`config.mk`:
```
export PLATFORM = sky130hd
export DESIGN_NAME = trisc_mem_arbiter
export DESIGN_NICKNAME = d
export VERILOG_FILES = /design/src/rtl/trisc_mem_arbiter.sv
export SDC_FILE = /design/constraint.sdc
export NUM_CORES = 1
export LEC_CHECK = 0
export ABC_AREA = 1
export CAP_MARGIN = 20
export CELL_PAD_IN_SITES_DETAIL_PLACEMENT = 1
export CELL_PAD_IN_SITES_GLOBAL_PLACEMENT = 2
export CORE_MARGIN = 2
export CORE_UTILIZATION = 26
export CTS_BUF_LIST = sky130_fd_sc_hd__clkbuf_2 sky130_fd_sc_hd__clkbuf_4 sky130_fd_sc_hd__clkbuf_8
export CTS_CLUSTER_DIAMETER = 40
export DETAILED_ROUTE_END_ITERATION = 8
export PLACE_DENSITY_LB_ADDON = 0.1
export SLEW_MARGIN = 20
export SYNTH_ARGS = -nofsm -noshare
export SYNTH_HDL_FRONTEND = slang
export SYNTH_SLANG_ARGS = --single-unit
```
`constraint.sdc`:
```
create_clock -name SysClock -period 3.7 [get_ports SysClock]
set_clock_uncertainty 0.2 [all_clocks]
set_input_delay 0.74 -clock SysClock [delete_from_list [all_inputs] [get_ports SysClock]]
set_output_delay 0.74 -clock SysClock [all_outputs]
set_load 0.01 [all_outputs]
```
`src/rtl/trisc_mem_arbiter.sv`:
```
// trisc_mem_arbiter
//   Shares the single TRISC program/data RAM between the CPU controller and
//   the I/O program loader. One requester owns the RAM per transaction and
//   ties are broken round-robin. Each transaction drives the RAM for
//   WAIT_CYCLES cycles, captures read data, and then pulses a one-cycle Ack
//   to the owner. All state updates happen on the falling edge of SysClock.
//
// Ports:
//   SysClock, Reset                  clock (falling-edge active), async active-high reset
//   CpuReq/CpuWe/CpuAddr/CpuWData    CPU request, held until CpuAck
//   CpuAck                           one-cycle completion pulse to the CPU
//   LdReq/LdWe/LdAddr/LdWData        loader request, held until LdAck
//   LdAck                            one-cycle completion pulse to the loader
//   RData                            last captured read data
//   MemEn/MemWe/MemAddr/MemWData     RAM control, held stable during the access
//   MemRData                         RAM read data
//   GntOwner                         current/last owner (0 = CPU, 1 = loader)
//   Busy                             high while a transaction is in progress
module trisc_mem_arbiter #(
    parameter int AW          = 4,
    parameter int DW          = 8,
    parameter int WAIT_CYCLES = 2
) (
    input  logic          SysClock,
    input  logic          Reset,
    input  logic          CpuReq,
    input  logic          CpuWe,
    input  logic [AW-1:0] CpuAddr,
    input  logic [DW-1:0] CpuWData,
    output logic          CpuAck,
    input  logic          LdReq,
    input  logic          LdWe,
    input  logic [AW-1:0] LdAddr,
    input  logic [DW-1:0] LdWData,
    output logic          LdAck,
    output logic [DW-1:0] RData,
    output logic          MemEn,
    output logic          MemWe,
    output logic [AW-1:0] MemAddr,
    output logic [DW-1:0] MemWData,
    input  logic [DW-1:0] MemRData,
    output logic          GntOwner,
    output logic          Busy
);

    typedef enum logic [1:0] {
        IDLE,
        ACCESS,
        DONE
    } state_t;

    state_t     state;
    logic       last_gnt;
    logic [3:0] wait_cnt;
    logic       pick_ld;

    // Loader wins when it is the only requester, or on a tie when the CPU
    // was the last owner.
    always_comb begin
        pick_ld = LdReq && (!CpuReq || !last_gnt);
    end

    always_ff @(negedge SysClock or posedge Reset) begin
        if (Reset) begin
            state    <= IDLE;
            last_gnt <= 1'b1;
            wait_cnt <= '0;
            CpuAck   <= 1'b0;
            LdAck    <= 1'b0;
            MemEn    <= 1'b0;
            MemWe    <= 1'b0;
            Busy     <= 1'b0;
            MemAddr  <= '0;
            MemWData <= '0;
            RData    <= '0;
            GntOwner <= 1'b0;
        end else begin
            case (state)
                IDLE: begin
                    if (CpuReq || LdReq) begin
                        state    <= ACCESS;
                        MemAddr  <= pick_ld ? LdAddr   : CpuAddr;
                        MemWData <= pick_ld ? LdWData  : CpuWData;
                        MemWe    <= pick_ld ? LdWe     : CpuWe;
                        MemEn    <= 1'b1;
                        Busy     <= 1'b1;
                        GntOwner <= pick_ld;
                        last_gnt <= pick_ld;
                        wait_cnt <= 4'(WAIT_CYCLES - 1);
                    end
                end
                ACCESS: begin
                    if (wait_cnt != 4'd0) begin
                        wait_cnt <= wait_cnt - 4'd1;
                    end else begin
                        state  <= DONE;
                        MemEn  <= 1'b0;
                        MemWe  <= 1'b0;
                        // MemWe still holds the latched direction here.
                        if (!MemWe) begin
                            RData <= MemRData;
                        end
                        CpuAck <= !GntOwner;
                        LdAck  <= GntOwner;
                    end
                end
                DONE: begin
                    state  <= IDLE;
                    CpuAck <= 1'b0;
                    LdAck  <= 1'b0;
                    Busy   <= 1'b0;
                end
                default: begin
                    state <= IDLE;
                end
            endcase
        end
    end

endmodule
```
Yosys cells after proc, flatten, opt, wreduce, memory -nomap -nowiden --
Index checks and enable logic that the tools add are counted. W data, S select, Z words.
Word-level totals: register bits 33, input port bits 38, word-level logic and storage cells 57
Operators by class: add/sub/neg operators 1, eq/ne operators 5, muxes and demuxes 19, bitwise gates (word level) 2, reductions and logical operators 18
Operators with widths (number):
- $mux W4 | 3
- $pmux W1 S2 | 5
- $reduce_and A3 Y1 | 3
- $mux W8 | 1
- $pmux W4 S2 | 1
- $reduce_and A2 Y1 | 4
- $mux W1 | 6
- $ne A2 B2 Y1 const B | 3
- $reduce_bool A2 Y1 | 3
- $mux W2 | 2
- $pmux W2 S2 | 1
- $reduce_bool A4 Y1 | 1
- $sub A4 B1 Y4 const B | 1
- $logic_not A1 Y1 | 3
- $eq A2 B1 Y1 const B | 1
- $eq A2 B2 Y1 const B | 1
- $logic_not A2 Y1 | 1
- $logic_or A1 B1 Y1 | 2
- $not A1 Y1 | 2
- $logic_and A1 B1 Y1 | 1

Longest topological paths before layout --
Gate-level depths: netlist of run 1.
word-level depth 6, mapped depth 8, depth with buffers taken out 7

==> results of run 1 <==
[cell families after synthesis]
logic type	after synthesis	synth area share (%)
adders and majority gates	2	1.66
DFF	33	54.7
and+or+nand+nor	85	25.1
AOI/OAI and AO/OA	32	10.8
buffers and inverters	19	7.12
xor gates and xnor gates	1	0.580
[metal layers]
metal | up-vias | track usage [%] | part of all wire, %
li1 | 724 | - | -
met1 | 734 | 17.4 | 41
met2 | 40 | 27.7 | 53
met3 | 9 | 4.72 | 4.2
met4 | 0 | 5.08 | 1.8
met5 | - | 0 | 0
[cell usage after synthesis]
| cell type | number | area, µm² |
|---|---|---|
| inv_2 | 1 | 3.75 |
| nor2_1 | 18 | 67.6 |
| o21ai_2 | 1 | 8.76 |
| o21ai_0 | 19 | 95.1 |
| dfrtn_1 | 32 | 801 |
| nand2_2 | 3 | 18.8 |
| ha_1 | 2 | 25.0 |
| nor2_4 | 1 | 11.3 |
| nand2_1 | 45 | 169 |
| buf_4 | 1 | 7.51 |
| buf_6 | 4 | 45.0 |
| nor2_2 | 2 | 12.5 |
| nand4_1 | 1 | 6.26 |
| inv_1 | 10 | 37.5 |
| nand3_4 | 1 | 17.5 |
| clkinv_1 | 1 | 3.75 |
| xor2_1 | 1 | 8.76 |
| nand2_4 | 1 | 11.3 |
| dfstp_2 | 1 | 26.3 |
| clkinv_2 | 1 | 5.00 |
| o21ai_1 | 12 | 60.1 |
| buf_2 | 1 | 5.00 |
| nand3_1 | 13 | 65.1 |
[placed cells by master (no fill, tap or decap), drive strengths merged]
cell type       n
ha              2
nand4           1
nand3          14
nor2           21
clkinvlp        3
clkbuf          6
dlygate4sd2     2
o21ai          32
dfrtn          32
buf            48
clkinv          3
clkdlybuf4s50  35
dfstp           1
inv            10
xor2            1
nand2          49
[worst paths after layout]
check | start | to | slack [ns] | cells after the start
worst max-delay path | MemWData[1] | MemWData[1] | 0.04 | 1
worst min-delay path | RData[7] | RData[7] | 0.21 | 2
worst max register to register | wait_cnt[0] | RData[4] | 2.08 | 7
worst min register to register | RData[7] | RData[7] | 0.21 | 2
max in group asynchronous | Reset | Busy | 0.57 | 3
min in group asynchronous | Reset | RData[7] | 2.28 | 2
[state kept, by name (all words and copies together), names as in the netlist]
signal    count
MemAddr       4
state         2
GntOwner      1
MemWData      8
RData         8
LdAck         1
wait_cnt      4
last_gnt      1
MemWe         1
CpuAck        1
MemEn         1
Busy          1
[through the flow]
stage,cells,cell area [µm²]
global placement,317,2330
floorplan,172,1510
detailed placement,317,2330
finish,332,2360
CTS,332,2360
global route,332,2360
[final cells by class]
type | instances | area (µm²)
fill | 668 | 3210
timing repair inverter | 1 | 7.51
tap | 72 | 90.1
clock buffer | 6 | 76.3
timing repair buffer | 85 | 704
clock inverter | 3 | 13.8
inverter | 12 | 50.0
sequential | 33 | 827
multi-input combinational | 120 | 592
[power breakdown]
| group | internal, µW | leakage [µW] | switching [µW] | total, µW |
|---|---|---|---|---|
| Combinational | 445 | 0.000708 | 559 | 1000 |
| Sequential | 557 | 0.000400 | 96.1 | 653 |
| Clock | 139 | 0.0000499 | 135 | 274 |
[repair_timing]
action,4_1_cts,5_1_grt
setup endpoints to repair,42,0
gates resized for setup,126,0
hold endpoints to repair,0,0
buffers inserted,6,0
==> flow_metrics.tcl, run 1 <==
set metrics [dict create \
    slowest_stage "dfrtn_1" \
    post-route-util_pct 42.4 \
    cpPeakStageDelay_ns 0.44 \
    grt_antenna_before_repair 0 \
    synth_nets 212 \
    setup_ws_ns 0.0388 \
    total_leakage_power_uw 0.00116 \
    grt_use_total_pct 15.5 \
    setup-violations-final 0 \
    detail_route.drc_violations 0 \
    powerDensity_nw_per_um2 818 \
    cts_hold_fix_bufs 0 \
    ys_warn_count 0 \
    insertion_delay_ns 0.34 \
    maxCapViolations 0 \
    hold_class "reg -> reg" \
    clock_tree.buffer_depth 2 \
    global_route.overflow_total 0 \
    maximum_number_of_pins_on_one_net_before_global_route_repair 16 \
    clock_tree.root_cell "clkbuf_8" \
    critical_path_required_ns 2.76 \
    drtIter0Drc 37 \
    coreArea_um2 5570 \
    yosys.cell_types.count 23 \
    syn_inst 172 \
    outcome "complete, no violations" \
    final.hold.worst_slack_ns 0.215 \
    worst_ep_arrival_time_ns 2.72 \
    die_w_um 80.2 \
    vias_per_cell 4.54 \
    timing.setup.tns_ns 0 \
    timing.critical_path.from_type "register" \
    totalWireLength_um 4540 \
    critical_path.endpoint_type "output pin" \
    flow.area_growth_from_synthesis_pct 56.2 \
    antenna_left 0 \
    cts_made_buffers 5 \
    ys_seq_area_share_pct 54.7 \
    post_drt_wl_per_cell_um 13.7 \
    synth-seq-cells 33 \
    max-slew-margin-rel_pct 71.1 \
    cp.buffers_inverters 1 \
    floorplan.die.height_um 80.2 \
    dp_slack_ns -0.436 \
    timing.final.max_slew_violations 0 \
    detailedRoute.firstPassIterationCount 4 \
    detailed_route_via_count 1507 \
    critical_path_peak_fanout 2 \
    synth_area_per_cell_um2 8.79 \
    dp_hpwl_um 3500 \
    critical-path-top-delay-family "flip-flops" \
    post_synth_instance_area_um2 1510 \
    tritoncts_clock_tree "yes" \
    rows 27 \
    initial_cell_density_of_the_core_pct 27.1 \
    ws_path_type "reg -> out" \
    first_global_vias 1691 \
    tritoncts_num_sinks 33 \
    wire_length_of_the_first_global_routing_pass_um 7700 \
    worst_setup_hold_path_clk_slew_ns 0.05 \
    tightestPinTransition_ns 0.434 \
    num_antenna_cells 0 \
    grt_setup_unrepaired "no" \
    clock_tree.htree_level_count 2 \
    design.die.area_um2 6440 \
    irDropWorstVdd_mv 0.276 \
    pin_count 64 \
    post_route_cells_drive_above_1_share_pct 28.5 \
    place.gp.congestion 0.736 \
    number_of_input_and_output_port_buffers_inserted 63 \
    fin_nets 299 \
    power.total_uw 1930 \
    cp_cell_sequence "buf_2" \
    hold_violations 0 \
]
No activity file was read; power rests on OpenSTA's default activity.
==> run 2: changes to the inputs <==
==> constraint.sdc (replaced) <==
create_clock -name SysClock -period 4.7 [get_ports SysClock]
set_clock_uncertainty 0.2 [all_clocks]
set_input_delay 0.94 -clock SysClock [delete_from_list [all_inputs] [get_ports SysClock]]
set_output_delay 0.94 -clock SysClock [all_outputs]
set_load 0.01 [all_outputs]
==> run 2 against run 1 <==
  * Clock power hardly changed
  * Largest cell class unchanged
  * Combinational power shrank 31%
  * Sequential power decreased by 21%
  * Hold slack got worse by 0.0012 ns
  * Highest routed layer unchanged
==> flow_metrics.tcl, run 2 (synthesized netlist as in run 1, its figures left out) <==
set metrics [dict create \
    outcome "complete, no violations" \
    place.gp.congestion 0.744 \
    cpPeakStageDelay_ns 0.45 \
    cp_cell_sequence "dlygate4sd2_1" \
    max-slew-margin-rel_pct 75.7 \
    tightestPinTransition_ns 0.364 \
    setup-violations-final 0 \
    tritoncts_num_sinks 33 \
    detail_route.drc_violations 0 \
    power.sequential.fraction_pct 34.9 \
    initial_cell_density_of_the_core_pct 27.1 \
    numPlacedInstances 307 \
    number_of_input_and_output_port_buffers_inserted 63 \
    cell_count_final_fillers_out 315 \
    pin_count 64 \
    first_global_vias 1518 \
    maxCapViolations 0 \
    worst_r2r_startpoint "wait_cnt[0]" \
    vias_per_cell 4.45 \
    critical_path.endpoint_type "output pin" \
    commonest_cells_after_routing_fill_and_taps_aside "nand2_1, clkdlybuf4s50_1, dfrtn_1" \
    flow.area_growth_from_synthesis_pct 53.2 \
    dp_hpwl_um 3290 \
    clkPwrFrac_pct 18.6 \
    detailed_route_via_count 1401 \
    total_leakage_power_uw 0.00113 \
    detailedRoute.firstPassIterationCount 4 \
    worst_hold_startpoint "RData[4]" \
    drtIter0Drc 24 \
    coreArea_um2 5570 \
    hold_class "reg -> reg" \
    layout.cells.most_common "nand2_1" \
    cp.buffers_inverters 1 \
    antenna_left 0 \
    cts_hold_fix_bufs 0 \
    insertion_delay_ns 0.34 \
    floorplan.die.height_um 80.2 \
    wire_length_of_the_first_global_routing_pass_um 7020 \
    power.total_uw 1480 \
    ws_path_type "reg -> out" \
    critical_path_required_ns 3.56 \
    hold_violations 0 \
    global_route.overflow_total 0 \
    powerDensity_nw_per_um2 641 \
    num_antenna_cells 0 \
    fin_nets 282 \
    slowest_stage "dfrtn_1" \
    placed_instance_area_um2 2230 \
    irDropWorstVdd_mv 0.180 \
    ff2ff_path_depth 7 \
    power_switching_share_pct 39.0 \
    largestRegisters "MemWData (8), RData (8)" \
    critical_path_peak_fanout 3 \
    timing.final.max_slew_violations 0 \
    combinationalPowerShare_pct 46.6 \
    maximum_number_of_pins_on_one_net_before_global_route_repair 34 \
    clock_tree.root_cell "clkbuf_8" \
    timing.setup.tns_ns 0 \
    cts_made_buffers 5 \
    clock_tree.htree_level_count 2 \
    die_w_um 80.2 \
    timing.critical_path.from_type "register" \
    critical-path-top-delay-family "flip-flops" \
    cp_num_cells 1 \
    grt_setup_unrepaired "no" \
    clock_tree.buffer_depth 2 \
    worst_ep_arrival_time_ns 3.37 \
    design.die.area_um2 6440 \
    p_int_uw 905 \
    post-route-util_pct 41.5 \
    rows 27 \
    crit_path_end "MemWe" \
    fillerInstances 672 \
    totalWireLength_um 4220 \
    fin_area_um2 2320 \
    tritoncts_clock_tree "yes" \
    worst_setup_path_startpoint "MemWe" \
    regToRegEndpoint "RData[5]" \
    post_route_cells_drive_above_1_share_pct 10.3 \
    grt_antenna_before_repair 0 \
    worst_setup_hold_path_clk_slew_ns 0.05 \
    grt_use_total_pct 14.5 \
    total_switching_power_uw 579 \
    post_drt_wl_per_cell_um 13.4 \
    ff2ff_setup_slack_ns 3.07 \
]
-- run 2: timing repair --
action,in CTS,in global routing
buffers inserted,0,0
endpoints found under the setup margin,26,0
endpoints found under the hold margin,0,0
gates resized for setup,26,0
-- run 2: worst min path at each step --
stage / endpoint / slack (ns) / cells after the start
finish: RData[4] / 0.21 / 2
global route: RData[7] / 0.25 / 2
CTS: RData[4] / 0.22 / 2
detailed placement: RData[4] / 0.22 / 2
global placement: RData[7] / 0.22 / 2
floorplan: last_gnt / 0.25 / 2
-- run 2: per-stage QoR --
step | hold slack, ns | setup slack [ns]
floorplan | 0.246 | 0.520
global placement | 0.216 | -0.0333
detailed placement | 0.222 | -0.0956
CTS | 0.218 | 0.161
global route | 0.249 | 0.0585
finish | 0.213 | 0.187
-- run 2: power groups by stage --
stage | clock, µW | combinational, µW | sequential (µW)
floorplan | 2.66 | 384 | 564
global placement | 2.66 | 753 | 523
detailed placement | 2.66 | 785 | 528
CTS | 287 | 710 | 522
global route | 301 | 785 | 536
finish | 276 | 691 | 517
-- run 2: area by class of cell --
class / count / area, µm² / share of cell area [%]
clock buffer: 6 / 82.6 / 3.57
clock inverter: 3 / 37.5 / 1.62
inverter: 12 / 46.3 / 2.00
multi-input combinational: 120 / 577 / 24.9
sequential: 33 / 827 / 35.7
tap: 72 / 90.1 / 3.89
timing repair buffer: 69 / 656 / 28.3
-- run 2: layer usage --
metal / global-route usage [%] / up-vias / wire length (µm)
li1: - / 691 / -
met1: 16.3 / 668 / 1730
met2: 25.8 / 36 / 2250
met3: 4.27 / 6 / 176
met4: 5.25 / 0 / 60
met5: 0 / - / 0
==> run 3: changes to the inputs <==
--- a/config.mk
+++ b/config.mk
@@ -8,9 +8,9 @@
 export ABC_AREA = 1
 export CAP_MARGIN = 20
 export CELL_PAD_IN_SITES_DETAIL_PLACEMENT = 1
-export CELL_PAD_IN_SITES_GLOBAL_PLACEMENT = 2
+export CELL_PAD_IN_SITES_GLOBAL_PLACEMENT = 1
 export CORE_MARGIN = 2
-export CORE_UTILIZATION = 26
+export CORE_UTILIZATION = 34
 export CTS_BUF_LIST = sky130_fd_sc_hd__clkbuf_2 sky130_fd_sc_hd__clkbuf_4 sky130_fd_sc_hd__clkbuf_8
 export CTS_CLUSTER_DIAMETER = 40
 export DETAILED_ROUTE_END_ITERATION = 8
==> run 3 against run 2 <==
  * Wire length is 2.6% higher
  * Count of clock-buffer cells in the layout stayed put
  * Clock power is 24% lower
  * Total power is 3.5% lower
  * Largest cell class unchanged
  * Worst setup slack better by 0.013 ns
  * Global-route usage is 4.1 points higher
  * Combinational power is 2% higher
  * Sequential power hardly changed
  * Non-clock buffer count is 1 higher
  * Critical path depth is 5 higher
==> flow_metrics.tcl, run 3 (synthesized netlist as in run 1, its figures left out) <==
set metrics [dict create \
    setup-violations-final 0 \
    totalWireLength_um 4320 \
    maxCapViolations 0 \
    floorplan.die.height_um 70.7 \
    first_global_vias 1578 \
    worst_ep_arrival_time_ns 2.08 \
    final.hold.worst_slack_ns 0.216 \
    detailed_route_via_count 1410 \
    clock_tree.htree_level_count 2 \
    placed_instance_area_um2 2210 \
    detail_route.drc_violations 0 \
    clock_tree.buffer_depth 2 \
    hold_violations 0 \
    insertion_delay_ns 0.33 \
    layout.cells.most_common "nand2_1" \
    post-cts-setup-buffer-count 0 \
    irDropWorstVdd_mv 0.237 \
    critical_path_peak_fanout 14 \
    timing.final.max_slew_violations 0 \
    flow.area_growth_from_synthesis_pct 50.1 \
    largestRegisters "MemWData (8), RData (8)" \
    hold_class "reg -> reg" \
    fin_nets 283 \
    clock_tree.root_cell "clkbuf_8" \
    ws_path_type "in -> reg" \
    num_antenna_cells 0 \
    dp_hpwl_um 3450 \
    grt_setup_unrepaired "no" \
    post-route-util_pct 52.5 \
    commonest_cells_after_routing_fill_and_taps_aside "nand2_1, clkdlybuf4s50_1, dfrtn_1" \
    worst_setup_hold_path_clk_slew_ns 0.05 \
    post_drt_wl_per_cell_um 14.6 \
    timing.critical_path.from_type "primary input" \
    critical_path.endpoint_type "register" \
    grt_use_total_pct 18.6 \
    number_of_input_and_output_port_buffers_inserted 63 \
    place.gp.congestion 0.797 \
    grt_antenna_before_repair 0 \
    vias_per_cell 4.76 \
    wire_length_of_the_first_global_routing_pass_um 7340 \
    antenna_left 0 \
    initial_cell_density_of_the_core_pct 35.0 \
    post_route_cells_drive_above_1_share_pct 11.1 \
    outcome "complete, no violations" \
    die_w_um 70.7 \
    fin_area_um2 2270 \
    power.total_uw 1430 \
    rows 24 \
    critical_path_required_ns 2.28 \
    total_leakage_power_uw 0.00112 \
    drtIter0Drc 55 \
    tritoncts_num_sinks 33 \
    tightestPinTransition_ns 0.353 \
    design.die.area_um2 4990 \
    cts_made_buffers 5 \
    coreArea_um2 4320 \
    maximum_number_of_pins_on_one_net_before_global_route_repair 26 \
    global_route.overflow_total 0 \
    detailedRoute.firstPassIterationCount 5 \
    powerDensity_nw_per_um2 632 \
    max-slew-margin-rel_pct 76.4 \
    timing.setup.tns_ns 0 \
    pin_count 64 \
    tritoncts_clock_tree "yes" \
]
==> run 3: report_power, final <==
part	leakage (µW)	internal, µW	total [µW]	switching [µW]
Sequential	0.000400	439	515	76.9
Combinational	0.000666	295	706	411
Clock	0.0000499	109	211	102
Total	0.00112	843	1430	590
==> run 3: cell type report <==
cell class,count,area (µm²)
Inverter,12,46.3
Tap cell,52,65.1
Clock buffer,6,76.3
Timing Repair Buffer,70,663
Sequential cell,33,827
Clock inverter,3,13.8
Multi-Input combinational cell,120,577
Fill cell,524,2060
==> run 3: path summary, 6_finish.rpt <==
path                                   from           to  slack [ns]  depth (start not counted)
worst max-delay path                 CpuReq  MemWData[1]        0.20                          6
worst min-delay path               RData[2]     RData[2]        0.22                          2
worst max register to register  wait_cnt[0]     RData[5]        3.03                          7
worst min register to register     RData[2]     RData[2]        0.22                          2
max in group asynchronous             Reset     last_gnt        0.95                          3
min in group asynchronous             Reset     RData[7]        3.06                          3
==> run 3: critical path, stage by stage <==
cell,delay [ns]
clkdlybuf4s50_1,0.50
nand2_1,0.07
nand2_2,0.06
inv_1,0.16
o21ai_0,0.24
o21ai_1,0.10
==> run 3: routing by layer <==
metal	track usage (%)	part of all wire, %	up-vias
met5	0	0	-
met4	3.14	0.19	0
met3	5.13	4.5	2
met2	35.0	54	37
met1	21.3	41	681
li1	-	-	690
==> run 3: what timing repair did <==
| action | in CTS | in global routing |
|---|---|---|
| gates resized for setup | 26 | 0 |
| hold buffers | 0 | 0 |
| endpoints found under the setup margin | 26 | 0 |
==> run 3: stage by stage <==
step / cells / setup WS, ns
floorplan: 172 / 0.520
global placement: 288 / -0.0120
detailed placement: 288 / -0.132
CTS: 296 / 0.185
global route: 296 / 0.0779
finish: 296 / 0.201
